**src/rtl/controle_elevador_andar.sv**
```systemverilog
// controle_elevador_andar
// Floor-motion controller for the SmartCargo lift. It filters the 2-bit
// floor code from the floor interpreter into a confirmed floor. It accepts
// one target-floor request at a time, drives the up/down motor enables,
// stops on confirmed arrival and then holds the door open for a fixed time.
//
// Optional feature: define CONTROLE_ANDAR_TIMEOUT_EN to add a stall watchdog
// and the ERRO state. The TIMEOUT_CYCLES parameter exists only in that build.
//
// Ports:
//   clock            in   system clock, rising edge
//   reset            in   synchronous, active-low reset
//   andar_atual      in   [1:0] floor code sample
//   andar_valido     in   one-cycle pulse, andar_atual is a new sample
//   pedido_andar     in   [1:0] requested target floor
//   pedido_valido    in   request valid
//   pedido_pronto    out  request ready (OCIOSO only)
//   motor_sobe       out  motor up enable
//   motor_desce      out  motor down enable
//   porta_aberta     out  door open
//   chegou           out  one-cycle arrival pulse (first PORTA cycle)
//   andar_confirmado out  [1:0] filtered current floor
//   erro             out  stall error flag
//   estado_db        out  [2:0] FSM state code
//
// state    | meaning
// OCIOSO   | idle, ready for a request
// AVALIA   | one cycle, compares target with confirmed floor
// SUBINDO  | moving up
// DESCENDO | moving down
// PORTA    | door open for DOOR_CYCLES cycles
// ERRO     | watchdog stall, exits only by reset (watchdog build only)

module controle_elevador_andar #(
  parameter int STABLE_COUNT = 3,
  parameter int DOOR_CYCLES  = 50000000
`ifdef CONTROLE_ANDAR_TIMEOUT_EN
  ,
  parameter int TIMEOUT_CYCLES = 500000000
`endif
) (
  input  logic       clock,
  input  logic       reset,
  input  logic [1:0] andar_atual,
  input  logic       andar_valido,
  input  logic [1:0] pedido_andar,
  input  logic       pedido_valido,
  output logic       pedido_pronto,
  output logic       motor_sobe,
  output logic       motor_desce,
  output logic       porta_aberta,
  output logic       chegou,
  output logic [1:0] andar_confirmado,
  output logic       erro,
  output logic [2:0] estado_db
);

  localparam logic [2:0] OCIOSO   = 3'd0;
  localparam logic [2:0] AVALIA   = 3'd1;
  localparam logic [2:0] SUBINDO  = 3'd2;
  localparam logic [2:0] DESCENDO = 3'd3;
  localparam logic [2:0] PORTA    = 3'd4;
`ifdef CONTROLE_ANDAR_TIMEOUT_EN
  localparam logic [2:0] ERRO     = 3'd5;
  localparam logic [31:0] WD_LIMIT = 32'(TIMEOUT_CYCLES - 1);
`endif

  localparam logic [3:0]  STABLE_Q  = 4'(STABLE_COUNT);
  localparam logic [31:0] DOOR_LOAD = 32'(DOOR_CYCLES - 1);

  logic [2:0]  state_q, state_d;
  logic [1:0]  alvo_q, alvo_d;
  logic [1:0]  cand_q, cand_d;
  logic [3:0]  cnt_q, cnt_d;
  logic [1:0]  conf_q, conf_d;
  logic [31:0] door_q, door_d;
  logic        chegou_q, chegou_d;
`ifdef CONTROLE_ANDAR_TIMEOUT_EN
  logic [31:0] wd_q, wd_d;
`endif

  // Floor filter: runs in every state, independent of the FSM.
  always_comb begin
    cand_d = cand_q;
    cnt_d  = cnt_q;
    conf_d = conf_q;
    if (andar_valido) begin
      if (andar_atual == cand_q) begin
        cnt_d = (cnt_q >= STABLE_Q) ? STABLE_Q : cnt_q + 4'd1;
      end else begin
        cand_d = andar_atual;
        cnt_d  = 4'd1;
      end
      // Uses the next-state candidate so STABLE_COUNT=1 confirms a new floor at once.
      if (cnt_d == STABLE_Q) conf_d = cand_d;
    end
  end

  // FSM reacts to the registered confirmed floor, so a confirmation at edge m
  // moves the state at edge m+1.
  always_comb begin
    state_d = state_q;
    alvo_d  = alvo_q;
    door_d  = door_q;
    case (state_q)
      OCIOSO: begin
        if (pedido_valido) begin
          alvo_d  = pedido_andar;
          state_d = AVALIA;
        end
      end
      AVALIA: begin
        if (alvo_q == conf_q)     state_d = PORTA;
        else if (alvo_q > conf_q) state_d = SUBINDO;
        else                      state_d = DESCENDO;
      end
      SUBINDO: begin
        if (conf_q == alvo_q)     state_d = PORTA;
        else if (conf_q > alvo_q) state_d = DESCENDO;
`ifdef CONTROLE_ANDAR_TIMEOUT_EN
        else if (wd_q >= WD_LIMIT) state_d = ERRO;
`endif
      end
      DESCENDO: begin
        if (conf_q == alvo_q)     state_d = PORTA;
        else if (conf_q < alvo_q) state_d = SUBINDO;
`ifdef CONTROLE_ANDAR_TIMEOUT_EN
        else if (wd_q >= WD_LIMIT) state_d = ERRO;
`endif
      end
      PORTA: begin
        if (door_q == 32'd0) state_d = OCIOSO;
        else                 door_d  = door_q - 32'd1;
      end
`ifdef CONTROLE_ANDAR_TIMEOUT_EN
      ERRO: state_d = ERRO;
`endif
      default: state_d = OCIOSO;
    endcase
    // Door timer loads on entry; PORTA lasts exactly DOOR_CYCLES cycles.
    if (state_d == PORTA && state_q != PORTA) door_d = DOOR_LOAD;
  end

  assign chegou_d = (state_d == PORTA) && (state_q != PORTA);

`ifdef CONTROLE_ANDAR_TIMEOUT_EN
  // Watchdog restarts on every entry to a motion state (including a
  // reversal after overshoot) and whenever the confirmed floor moves.
  always_comb begin
    wd_d = wd_q;
    if (((state_d == SUBINDO || state_d == DESCENDO) && state_d != state_q) ||
        (conf_d != conf_q))
      wd_d = 32'd0;
    else if (state_q == SUBINDO || state_q == DESCENDO)
      wd_d = wd_q + 32'd1;
  end
`endif

  always_ff @(posedge clock) begin
    if (!reset) begin
      state_q  <= OCIOSO;
      alvo_q   <= 2'd0;
      cand_q   <= 2'd0;
      cnt_q    <= 4'd0;
      conf_q   <= 2'd0;
      door_q   <= 32'd0;
      chegou_q <= 1'b0;
`ifdef CONTROLE_ANDAR_TIMEOUT_EN
      wd_q     <= 32'd0;
`endif
    end else begin
      state_q  <= state_d;
      alvo_q   <= alvo_d;
      cand_q   <= cand_d;
      cnt_q    <= cnt_d;
      conf_q   <= conf_d;
      door_q   <= door_d;
      chegou_q <= chegou_d;
`ifdef CONTROLE_ANDAR_TIMEOUT_EN
      wd_q     <= wd_d;
`endif
    end
  end

  assign pedido_pronto    = (state_q == OCIOSO);
  assign motor_sobe       = (state_q == SUBINDO);
  assign motor_desce      = (state_q == DESCENDO);
  assign porta_aberta     = (state_q == PORTA);
  assign chegou           = chegou_q;
  assign andar_confirmado = conf_q;
  assign estado_db        = state_q;
`ifdef CONTROLE_ANDAR_TIMEOUT_EN
  assign erro = (state_q == ERRO);
`else
  assign erro = 1'b0;
`endif

endmodule

```
**config.mk**
```make
export PLATFORM = sky130hd
export DESIGN_NAME = controle_elevador_andar
export DESIGN_NICKNAME = d
export VERILOG_FILES = /design/src/rtl/controle_elevador_andar.sv
export SDC_FILE = /design/constraint.sdc
export NUM_CORES = 1
export LEC_CHECK = 0
export BUFFER_PORTS_ARGS = -buffer_cell sky130_fd_sc_hd__buf_2
export CAP_MARGIN = 10
export CORE_UTILIZATION = 52
export DETAILED_ROUTE_END_ITERATION = 10
export GPL_ROUTABILITY_DRIVEN = 1
export GPL_TIMING_DRIVEN = 0
export PLACE_DENSITY_LB_ADDON = 0.25
export SLEW_MARGIN = 20
export SYNTH_ARGS = -nofsm -noshare
export SYNTH_HDL_FRONTEND = slang
export SYNTH_SLANG_ARGS = --single-unit
```
**constraint.sdc**
```tcl
create_clock -name clock -period 3.3 [get_ports clock]
set_input_delay 0.33 -clock clock [delete_from_list [all_inputs] [get_ports clock]]
set_output_delay 0.33 -clock clock [all_outputs]
set_load 0.05 [all_outputs]
```
### Word level (Yosys, flattened, before mapping)

Cells that the tools add are included.
Widths: inputs -> output; s select.

* $mul: 0
* equal/unequal tests: 11
* shifts and indexed selects: 0
* divide/modulo/power cells: 0
* bitwise operators: 2
* reduce and logical (&&, ||, !) cells: 9
* multiplexer cells: 16
* add/subtract/negate cells: 2
* $lt $le $gt $ge: 4

Operators by type and width (count)
* $mux 26: 3
* $logic_not 32->1: 1
* $sub 32x1->32 const B: 1
* $mux 3: 7
* $pmux 3 s5: 1
* $mux 4: 3
* $reduce_and 2->1: 4
* $eq 2x2->1: 3
* $eq 3x2->1 const B: 2
* $eq 3x3->1 const B: 2
* $add 4x1->4 const B: 1
* $eq 4x2->1 const B: 1
* $ge 4x2->1 const B: 1
* $gt 2x2->1: 2
* $eq 3x1->1 const B: 1
* $logic_not 3->1: 1
* $ne 3x3->1 const B: 1
* $lt 2x2->1: 1
* $mux 2: 1
* $ne 2x2->1 const B: 1
* $not 1->1: 2
* $reduce_bool 2->1: 1
* $reduce_or 2->1: 1
* $logic_and 1x1->1: 1
* $mux 1: 1

* memory bits (writable): 0
* bits in read-only memories: 0
* memories kept: 0
* latch bits: 0
* input port bits: 8
* register bits after elaboration: 46
* word-level logic and storage cells: 52

### Depth between registers and ports, before layout

* word-level depth: 8
* gate-level depth with buffers: 9
* mapped depth without buffers: 7

### Least setup slack after synthesis

OpenSTA, ideal clock, no wires.

* path kind: reg2reg
* start point: register state_q[2], in the netlist estado_db[2]
* end point: register door_q[31]
* cell stages (with the launch flop): 8
* slack: 620 ps
* setup time: 70 ps
* arrival: 2609 ps
* cells stage by stage: dfxtp_1 -> clkbuf_1 -> nand2_1 -> inv_1 -> nand4_1 -> or4_1 -> or4_1 -> a21oi_1

* elaborated cells on any way between the ends: 17
* classes of those cells: eq/ne: 6; mux: 7; reduce/logical: 4

RTL lines
* start, declared: RTL line 71 `logic [2:0] state_q, state_d;`
* start signal, assigned: RTL line 172 `state_q <= state_d;`
* $eq 3x3->1 *
* net porta_aberta: RTL line 51 `output logic porta_aberta,`
* $pmux 3 s5: RTL line 105 `case (state_q)`
* $eq 3x3->1: RTL line 141 `if (state_d == PORTA && state_q != PORTA) door_d = DOOR_LOAD;`
* $logic_and 1x1->1: RTL line 141
* $reduce_or 2->1 (no source line)
* end signal, assigned: RTL line 177 `door_q <= door_d;`
* end, declared: RTL line 76 `logic [31:0] door_q, door_d;`

The timed path passes the listed nets; every way through them passes the cells marked *.
A chain may end at the register's enable or synchronous reset.

### Worst setup path after layout

* start point: register door_q[4]
* end point: register door_q[25]

* cells in the longest elaborated chain, start to end: 7
* elaborated cells on any way between the ends: 12
* classes of those cells: add/sub: 1; eq/ne: 2; mux: 5; reduce/logical: 4

Ends and longest elaborated chain
* parallel branches: the longest is 7 deep, another holds $sub 32x1->32

Parallel ways; which one is timed is not known. The select of a mux whose other input is x is not followed.

==> flow_results.xml <==
<?xml version="1.0" encoding="UTF-8"?>
<metrics>
  <group name="run_status">
    <metric name="outcome" unit="">completed</metric>
  </group>
  <group name="timing">
    <metric name="final-max-slew-violation-count" unit="">0</metric>
    <metric name="fin_setup_tns" unit="ns">0</metric>
    <metric name="max_slew.worst_pin.slew" unit="ns">0.6916</metric>
    <metric name="setup_ws" unit="ns">0.5705</metric>
    <metric name="grt_setup_unrepaired" unit="">no</metric>
    <metric name="share_of_the_clock_period_used_by_the_worst_path_after_layout" unit="">0.8271</metric>
    <metric name="finalWorstPathRequiredPeriod" unit="ns">2.730</metric>
    <metric name="max_freq" unit="MHz">366.4</metric>
    <metric name="timing.final.setup_violations" unit="">0</metric>
    <metric name="hold_viol_final" unit="">0</metric>
    <metric name="finalClockSkew" unit="ns">0.007434</metric>
    <metric name="worst_slew_margin_rel" unit="">0.5351</metric>
  </group>
  <group name="yosys">
    <metric name="synth_top_family_by_area" unit="">simple AND/OR/NAND/NOR gates</metric>
    <metric name="synth_fp_nets" unit="">294</metric>
    <metric name="synth_xor_xnor_area_share" unit="">0.01476</metric>
    <metric name="synthMuxAreaShare" unit="">0.01687</metric>
    <metric name="postSynthRegisterBits" unit="">46</metric>
    <metric name="yosys_warnings" unit="">0</metric>
    <metric name="synth-compound-area-share" unit="">0.1950</metric>
    <metric name="yosys.area_share.adder" unit="">0.02636</metric>
    <metric name="post_synth_num_cell_types" unit="">48</metric>
    <metric name="synth-seq-area-share" unit="">0.3880</metric>
    <metric name="postSynthCellCount" unit="">281</metric>
    <metric name="synth_enable_flop_cells" unit="">0</metric>
    <metric name="ys_async_sr_fraction" unit="">0</metric>
    <metric name="postSynthAreaPerCell" unit="sq um">8.447</metric>
    <metric name="synthFlopType" unit="">sky130_fd_sc_hd__dfxtp_1</metric>
    <metric name="post_synth_and_or_nand_nor_area_fraction" unit="">0.3121</metric>
    <metric name="cell_area_after_synthesis" unit="sq um">2374</metric>
  </group>
  <group name="place">
    <metric name="dpl.cell_count" unit="">349</metric>
    <metric name="gp_congestion" unit="">0.8140</metric>
    <metric name="post-dp-hpwl" unit="um">3899</metric>
    <metric name="place_worst_setup_slack" unit="ns">0.5712</metric>
    <metric name="io_buffers" unit="">16</metric>
  </group>
  <group name="setup_path">
    <metric name="critical_path.most_common_cell" unit="">sky130_fd_sc_hd__buf_6</metric>
    <metric name="reg2regPathDepth" unit="">9</metric>
    <metric name="worst_r2r_endpoint" unit="">door_q[25]$_SDFFE_PN0P_</metric>
    <metric name="launching_point_of_the_worst_reg2reg_path" unit="">door_q[4]$_SDFFE_PN0P_</metric>
    <metric name="critical_path.cell_chain" unit="">or4_1, clkbuf_2, or2_1, buf_6, a211o_4, buf_6, clkbuf_1, o31ai_1, a31oi_1</metric>
    <metric name="critical-path-slowest-cell" unit="">sky130_fd_sc_hd__or4_1</metric>
    <metric name="critPathBufInv" unit="">4</metric>
    <metric name="timing.critical_path.required" unit="ns">3.46</metric>
    <metric name="cp-end-kind" unit="">flip-flop</metric>
    <metric name="cp_max_fo" unit="">10</metric>
    <metric name="slowest_delay" unit="ns">0.52</metric>
    <metric name="worstSetupStartpointType" unit="">flip-flop</metric>
    <metric name="r2r_setup_slack" unit="ns">0.57</metric>
    <metric name="critical_path_s_top_delay_family" unit="">simple AND/OR/NAND/NOR gates</metric>
    <metric name="critPathArrivalTime" unit="ns">2.89</metric>
    <metric name="critical_path_class" unit="">reg2reg</metric>
  </group>
  <group name="power">
    <metric name="vdd_drop_max" unit="V">0.0003883</metric>
    <metric name="powerDensity" unit="nW/um^2">665.1</metric>
    <metric name="power_leakage" unit="nW">1.014</metric>
  </group>
  <group name="clock_tree">
    <metric name="clk_latency" unit="ns">0.31</metric>
    <metric name="tritoncts" unit="">done</metric>
    <metric name="cts.path.max_buffers" unit="">2</metric>
    <metric name="cts-htree-levels" unit="">2</metric>
    <metric name="ctsHoldBuffers" unit="">0</metric>
    <metric name="cts.clk_slew.worst_paths" unit="ns">0.09</metric>
    <metric name="clock_tree.root_cell" unit="">sky130_fd_sc_hd__clkbuf_8</metric>
    <metric name="number_of_clock_sinks" unit="">46</metric>
    <metric name="cts-buffers-inserted" unit="">5</metric>
    <metric name="postCtsResizedCells" unit="">0</metric>
    <metric name="cts_setup_buffers" unit="">0</metric>
  </group>
  <group name="floorplan">
    <metric name="fp-row-count" unit="">24</metric>
    <metric name="die_width" unit="um">69.56</metric>
    <metric name="die_h" unit="um">69.56</metric>
    <metric name="design.die.area" unit="sq um">4839</metric>
    <metric name="core_region_area" unit="sq um">4384</metric>
    <metric name="io_pins" unit="">19</metric>
    <metric name="effective_utilization_at_floorplan" unit="">0.5414</metric>
  </group>
  <group name="route">
    <metric name="routed-via-count" unit="">2214</metric>
    <metric name="routedWlPerCell" unit="um">15.21</metric>
    <metric name="antenna_violating_nets_post_route" unit="">0</metric>
    <metric name="drt_first_iter_violations" unit="">184</metric>
    <metric name="drt-pass1-iter-count" unit="">5</metric>
    <metric name="drt-total-wl" unit="um">5430</metric>
    <metric name="remaining_drc_errors" unit="">0</metric>
    <metric name="vias_per_cell" unit="">6.202</metric>
  </group>
  <group name="grt">
    <metric name="globalRouteOverflowTotal" unit="">0</metric>
    <metric name="grt_first_pass_wirelength" unit="um">9446</metric>
    <metric name="maximum_number_of_pins_on_one_net_before_global_route_repair" unit="">15</metric>
    <metric name="first_global_vias" unit="">2000</metric>
    <metric name="gr-usage-all-layers" unit="">0.2427</metric>
    <metric name="grt_antenna_before_repair" unit="">0</metric>
  </group>
  <group name="hold_path">
    <metric name="min_delay_path_depth" unit="">3</metric>
    <metric name="hold-path-endpoint" unit="">alvo_q[1]$_SDFFE_PN0P_</metric>
    <metric name="min-delay-start" unit="">pedido_andar[1]</metric>
    <metric name="worstHoldPathType" unit="">in2reg</metric>
  </group>
  <group name="cells_and_area">
    <metric name="n_fill_cell" unit="">384</metric>
    <metric name="layout.cells.non_filler" unit="">357</metric>
    <metric name="post_route_cells_drive_above_1_share" unit="">0.1279</metric>
    <metric name="num_antenna_cells" unit="">0</metric>
    <metric name="area_growth" unit="%">10.70</metric>
    <metric name="fin_util" unit="">0.5993</metric>
    <metric name="layout.nets" unit="">317</metric>
  </group>
  <group name="job">
    <metric name="cap_viol_max_count" unit="">0</metric>
  </group>
</metrics>
-- how the worst max path moves through the flow --
stage,from,end,slack (ns),cells past startpoint
after CTS,door_q[4]$_SDFFE_PN0P_,estado_db[2]$_SDFF_PN0_,0.55,8
final,door_q[4]$_SDFFE_PN0P_,door_q[25]$_SDFFE_PN0P_,0.57,9
after floorplan,estado_db[2]$_SDFF_PN0_,door_q[31]$_SDFFE_PP0P_,0.62,7
after global placement,door_q[4]$_SDFFE_PN0P_,estado_db[2]$_SDFF_PN0_,0.56,8
after detailed placement,door_q[4]$_SDFFE_PN0P_,estado_db[2]$_SDFF_PN0_,0.57,8
after global routing,door_q[4]$_SDFFE_PN0P_,door_q[3]$_SDFFE_PN0P_,0.38,8
-- logic make-up after synthesis --
logic type,Yosys count
compound gates,72
flops,46
simple gates,126
buf+inv,23
xor+xnor,4
other cells,1
mux,4
fa+ha+maj,5
-- through the flow --
step	instance area, sq um	hold slack, ns	power [mW]
2_1_floorplan	2374	0.4325	1.181
3_3_place_gp	2519	0.4442	1.328
6_report	2628	0.2526	1.748
5_1_grt	2628	0.2863	1.867
3_5_place_dp	2519	0.4525	1.332
4_1_cts	2628	0.2525	1.747
-- cells in the final DEF, fill, tap and decap left out, types with 2 or more instances in the layout --
cell / count
sky130_fd_sc_hd__dfxtp_1: 46
sky130_fd_sc_hd__nor2_1: 21
sky130_fd_sc_hd__or3_1: 21
sky130_fd_sc_hd__or4_1: 18
sky130_fd_sc_hd__nand2_1: 17
sky130_fd_sc_hd__a21oi_1: 17
sky130_fd_sc_hd__buf_2: 17
sky130_fd_sc_hd__o21ai_0: 16
sky130_fd_sc_hd__a31oi_1: 13
sky130_fd_sc_hd__clkbuf_1: 10
sky130_fd_sc_hd__o31ai_1: 10
sky130_fd_sc_hd__nor3_1: 8
sky130_fd_sc_hd__inv_1: 6
sky130_fd_sc_hd__nor4_1: 6
sky130_fd_sc_hd__nand3_1: 6
sky130_fd_sc_hd__nor3b_1: 5
sky130_fd_sc_hd__or2_2: 5
sky130_fd_sc_hd__ha_1: 5
sky130_fd_sc_hd__clkbuf_8: 5
sky130_fd_sc_hd__nand4b_1: 4
sky130_fd_sc_hd__mux2i_1: 4
sky130_fd_sc_hd__and2_1: 3
sky130_fd_sc_hd__a211oi_1: 3
sky130_fd_sc_hd__xor2_1: 3
sky130_fd_sc_hd__o41ai_1: 3
sky130_fd_sc_hd__buf_6: 2
sky130_fd_sc_hd__nor4_2: 2
sky130_fd_sc_hd__nand2b_1: 2
sky130_fd_sc_hd__nand4_1: 2
sky130_fd_sc_hd__o21a_1: 2
sky130_fd_sc_hd__o31a_1: 2
sky130_fd_sc_hd__clkinv_2: 2
-- tightest hold or removal path, delay by kind of cell --
kind / cells / cell delay (ns)
buffers and inverters: 1 / 0.09
AOI/OAI and AO/OA: 1 / 0.05
and+or+nand+nor: 1 / 0.05
-- Yosys cell counts, drive strengths merged (6+ instances only) --
master / n / area share
dfxtp: 46 / 0.39
nor2: 21 / 0.033
or3: 21 / 0.055
or4: 18 / 0.057
a21oi: 17 / 0.036
nand2: 17 / 0.027
o21ai: 16 / 0.034
a31oi: 13 / 0.034
clkbuf: 11 / 0.018
o31ai: 10 / 0.032
nor3: 8 / 0.017
nor4: 8 / 0.026
inv: 7 / 0.011
nand3: 6 / 0.013
or2: 6 / 0.016
-- metal layers --
| layer | routed length (um) | vias up | track usage |
|---|---|---|---|
| li1 | - | 1117 | - |
| met3 | 342 | 11 | 0.05378 |
| met1 | 2510 | 1022 | 0.3361 |
| met2 | 2487 | 64 | 0.3711 |
| met5 | 0 | - | 0 |
| met4 | 89 | 0 | 0.08617 |
-- power breakdown --
group	leakage (nW)	switching (mW)	internal (mW)
Combinational	0.581	0.415	0.233
Clock	0.0579	0.197	0.223
Sequential	0.375	0.0630	0.616
-- state kept, by name, summed over array words and instances, names as in the netlist --
name and count:
cnt_q 4, cand_q 2, chegou 1, andar_confirmado 2, estado_db 3, door_q 32
alvo_q 2
-- cell type report --
class	count	area, sq um	share of cell area
clock inverter	3	40.04	0.01524
sequential	46	920.9	0.3505
timing repair buffer	16	80.08	0.03048
clock buffer	5	68.82	0.02619
tap	52	65.06	0.02476
multi-input combinational	212	1345	0.5119
inverter	7	26.28	0.01000
buffer	16	81.33	0.03095
No activity file was read; power rests on OpenSTA's default activity.
